===== src/rtl/sw_debounce.sv =====
// rtl/sw_debounce.sv - two-flop synchroniser and stability-qualified switch debouncer
// A new switch word is committed only after it has been seen unchanged for DB_CYCLES clocks.
module sw_debounce #(
  parameter int WIDTH     = 3,
  parameter int DB_CYCLES = 1000000,
  parameter int CNT_W     = $clog2(DB_CYCLES)
) (
  input  logic             clk,
  input  logic             rst,
  input  logic [WIDTH-1:0] sw,
  output logic [WIDTH-1:0] sw_db,
  output logic             sw_chg,
  output logic [WIDTH-1:0] sw_rise,
  output logic [WIDTH-1:0] sw_fall
);

  typedef enum logic {
    ST_STABLE   = 1'b0,
    ST_SETTLING = 1'b1
  } state_t;

  localparam logic [CNT_W-1:0] CNT_MAX = CNT_W'(DB_CYCLES - 1);

  state_t           state_q, state_d;
  logic [WIDTH-1:0] s1_q, s2_q;
  logic [WIDTH-1:0] cand_q, cand_d;
  logic [CNT_W-1:0] cnt_q, cnt_d;
  logic [WIDTH-1:0] db_q, db_d;
  logic             chg_q, chg_d;
  logic [WIDTH-1:0] rise_q, rise_d;
  logic [WIDTH-1:0] fall_q, fall_d;

  always_ff @(posedge clk or negedge rst) begin
    if (!rst) begin
      state_q <= ST_STABLE;
      s1_q    <= '0;
      s2_q    <= '0;
      cand_q  <= '0;
      cnt_q   <= '0;
      db_q    <= '0;
      chg_q   <= 1'b0;
      rise_q  <= '0;
      fall_q  <= '0;
    end else begin
      state_q <= state_d;
      s1_q    <= sw;
      s2_q    <= s1_q;
      cand_q  <= cand_d;
      cnt_q   <= cnt_d;
      db_q    <= db_d;
      chg_q   <= chg_d;
      rise_q  <= rise_d;
      fall_q  <= fall_d;
    end
  end

  always_comb begin
    state_d = state_q;
    cand_d  = cand_q;
    cnt_d   = cnt_q;
    db_d    = db_q;
    chg_d   = 1'b0;
    rise_d  = '0;
    fall_d  = '0;
    case (state_q)
      ST_STABLE: begin
        cnt_d = '0;
        if (s2_q != db_q) begin
          cand_d  = s2_q;
          state_d = ST_SETTLING;
        end
      end
      ST_SETTLING: begin
        // Returning to the committed word wins over everything: the excursion was a glitch.
        if (s2_q == db_q) begin
          state_d = ST_STABLE;
          cnt_d   = '0;
        end else if (s2_q != cand_q) begin
          cand_d = s2_q;
          cnt_d  = '0;
        end else if (cnt_q == CNT_MAX) begin
          db_d    = cand_q;
          chg_d   = 1'b1;
          rise_d  = cand_q & ~db_q;
          fall_d  = ~cand_q & db_q;
          cnt_d   = '0;
          state_d = ST_STABLE;
        end else begin
          cnt_d = cnt_q + CNT_W'(1);
        end
      end
      default: begin
        state_d = ST_STABLE;
        cnt_d   = '0;
      end
    endcase
  end

  assign sw_db   = db_q;
  assign sw_chg  = chg_q;
  assign sw_rise = rise_q;
  assign sw_fall = fall_q;

endmodule


===== config.mk =====
export PLATFORM = sky130hd
export DESIGN_NAME = sw_debounce
export DESIGN_NICKNAME = d
export VERILOG_FILES = /design/src/rtl/sw_debounce.sv
export SDC_FILE = /design/constraint.sdc
export NUM_CORES = 1
export LEC_CHECK = 0
export BUFFER_PORTS_ARGS = -buffer_cell sky130_fd_sc_hd__buf_4
export CAP_MARGIN = 10
export CELL_PAD_IN_SITES_DETAIL_PLACEMENT = 1
export CELL_PAD_IN_SITES_GLOBAL_PLACEMENT = 1
export CORE_MARGIN = 2
export CORE_UTILIZATION = 50
export CTS_CLUSTER_DIAMETER = 150
export CTS_CLUSTER_SIZE = 25
export DETAILED_ROUTE_END_ITERATION = 10
export GPL_TIMING_DRIVEN = 0
export PLACE_DENSITY_LB_ADDON = 0.1
export SLEW_MARGIN = 20
export SYNTH_ARGS = -nofsm -noshare
export SYNTH_HDL_FRONTEND = slang
export SYNTH_SLANG_ARGS = --single-unit

===== constraint.sdc =====
create_clock -name clk -period 3.3 [get_ports clk]
set_input_delay 0.165 -clock clk [delete_from_list [all_inputs] [get_ports clk]]
set_output_delay 0.165 -clock clk [all_outputs]
set_load 0.005 [all_outputs]

==> results by group <==
Synthesis
  – Top cells by area, synth: dfrtp_1, nor3_1, xnor2_1, xor2_1, a211oi_1
  – Adder-Cell Fraction of Synth Area: 0.00703
  – Yosys warnings: 0
  – Mux share of post-synthesis cell area: 0.0443
  – Simple-Gate Fraction of Synth Area: 0.219
  – Syn avg cell area: 11.6 sq um
  – Most common cell in the synthesized netlist: dfrtp_1
  – Complex-gate fraction of the synthesized area: 0.0563
  – Post-synth top area share: 0.563
  – Syn Nets: 159
  – Xor/xnor share of the synthesized area: 0.0837
  – Asr flop ratio synth: 1.00
  – Cell Area, Synth: 1780 sq um
  – Unique masters post-synth: 33
  – Largest family of logic cells by synthesized area: simple AND/OR/NAND/NOR gates
  – #FFs+latches synth: 40
  – Ys flop type: dfrtp_1
  – Post-synth EDFFs: 0
  – Gate Count Post-Synth: 153
  – Register area share after synthesis: 0.563
  – Largest area contributor in the synthesized netlist: dfrtp_1
  – Most common library cells after synthesis: dfrtp_1, nor3_1, xnor2_1

CTS
  – H-tree levels: 2
  – TritonCTS clock tree: built
  – CTS Buf Count: 5
  – CTS sink cnt: 40
  – Root Driver: clkbuf_4
  – Clock transition at path regs: 0.12 ns
  – Buffer depth of the longest clock path: 2
  – Worst skew pair latency: 0.34 ns
  – Postcts setup bufs: 0

Pwr
  – Pwr Density: 395 nW/um^2
  – VDD IR max: 0.291 mV
  – Pwr Total: 809 uW
  – Leakage: 0.831 nW

Routing
  – Routed wire length per instance: 16.4 um
  – DRC: 0
  – Vias per inst: 5.80
  – Via count: 1,305
  – 1st-iter DRT viols: 113
  – TritonRoute pass-1 iters: 4
  – Antenna-violating nets left: 0
  – Total Wirelength: 3700 um

Layout
  – Design area: 2050 sq um
  – Fin nets: 184
  – Synth-to-Final Area Change: 15.1%
  – Share of cells above drive strength 1: 0.196
  – Post-Layout Cell Count: 225
  – Antenna cells: 0

Place
  – Number of port buffers: 14
  – DPL Wire Length: 2710 um
  – Post-DP Area: 1940 sq um
  – Dpl cells: 213
  – Final GP Congestion: 0.829

Timing
  – Count of final setup violators: 0
  – FMAX: 452 MHz
  – Least-Margin Pin Slew: 0.707 ns
  – Final worst clock skew: 0.00471 ns
  – Final period utilization: 0.670
  – RSZ-0062 raised after global routing: no
  – Period minus WS final: 2.21 ns
  – Hold Fails Final Rpt: 0
  – Final Max Tran Viols: 0
  – Slew Limit Headroom: 0.525
  – Setup TNS: 0 ns

Setup path
  – Critical path arrival: 2.45 ns
  – Setup crit start kind: flop
  – Crit-path max FO: 10
  – Required time worst endpoint: 3.54 ns
  – CP Capture Type: flop
  – Critical path class: reg2reg

Floorplan
  – Die area: 4050 sq um
  – Chip width: 63.7 um
  – Num ports: 15
  – Core area: 3390 sq um
  – Die Y: 63.7 um
  – Starting Density: 0.525
  – Row cnt: 21

GRT
  – Global route overflow: 0
  – First-pass GRT wire length: 6590 um
  – Largest net degree at the start of global routing: 41
  – Tot GR Track Use: 0.213
  – Vias in the first global route: 1,385
  – Initial antenna violation count: 0

Flow run
  – Max Cap Viol: 0

Run status
  – Status: finished, final reports clean

Hold path
  – Hold Crit Class: in2async
-- per-layer routing --
metal  routed length (um)  share of wire  track usage  vias to the layer above
li1                     -              -            -                      614
met1                 1690           0.46        0.281                      660
met2                 1840           0.50        0.350                       26
met3                  122          0.033       0.0482                        5
met4                   46          0.012       0.0652                        0
met5                    0              0            0                        -
-- worst max-delay path, cell delays in order, from the launching register on --
cell	delay (ns)
dfrtp_1	0.42
ha_1	0.23
and3_1	0.17
buf_2	0.18
nand4b_1	0.10
or4b_1	0.55
buf_6	0.17
mux2_4	0.30
-- final cells by class --
cell class	instances	area (sq um)
flip-flops and latches	40	1000
well taps	46	57.6
clock inverters	2	15.0
clock buffers	6	51.3
multi-input cells	103	731
repair buffers	18	145
fillers	361	1340
plain buffers	7	36.3
inverters	3	11.3
-- state kept, by name (all words and copies together) (netlist names) --
| signal | cells |
|---|---|
| sw_fall | 3 |
| s1_q | 3 |
| sw_db | 3 |
| cnt_q | 20 |
| cand_q | 3 |
| state_q | 1 |
| s2_q | 3 |
| sw_rise | 3 |
| sw_chg | 1 |
-- final timing paths --
check / start / end / slack [ns] / cells after the start
worst max-delay path: cnt_q[0] / sw_db[1] / 1.09 / 7
worst min-delay path: rst / sw_rise[1] / 0.32 / 2
worst max register to register: cnt_q[0] / sw_db[1] / 1.09 / 7
worst min register to register: s1_q[1] / s2_q[1] / 0.36 / 0
max in group asynchronous: rst / cnt_q[9] / 2.64 / 2
min in group clk: s1_q[1] / s2_q[1] / 0.36 / 0
-- stage by stage --
step	utilization	setup WS, ns	hold WS, ns
after floorplan	-	1.30	-0.131
after global placement	0.573	1.18	0.158
after CTS	0.604	1.10	0.341
after global routing	0.604	1.01	0.371
after detailed placement	0.573	1.11	0.171
final	0.604	1.09	0.324
-- where the power goes --
group          total, mW  switching, mW  internal [mW]  leakage (nW)
Clock              0.265          0.162          0.103        0.0305
Sequential         0.506        0.00796          0.498         0.533
Combinational     0.0376         0.0216         0.0160         0.267
Total              0.809          0.192          0.617         0.831
-- logic make-up after synthesis --
group           count (synthesis)
compound gates                 15
xor+xnor                       17
fa+ha+maj                       1
buf+inv                        10
flops                          40
mux                             6
simple gates                   64
-- repair_timing --
action,4_1_cts,5_1_grt
gates resized for setup,0,0
endpoints found under the setup margin,0,0
hold endpoints to repair,43,0
hold buffers,4,0
-- cell usage in the layout, fill, tap and decap left out, drive strengths merged, types with 2 or more instances in the layout --
master       synthesis  routed
xor2                 8       8
or3                  5       5
buf                  2      16
o21ai                4       4
nor2                 2       2
and3                 2       2
dfrtp               40      40
inv                  3       3
dlygate4sd3          0       4
clkinvlp             0       2
nor3                16      16
nand3                8       8
nor3b                7       7
o31ai                3       3
or4                  4       4
xnor2                9       9
and4                 2       2
clkbuf               5      11
a211oi               7       7
nand4                6       6
nand2                6       6
mux2                 6       6
Power figures use the tool's default switching activity.
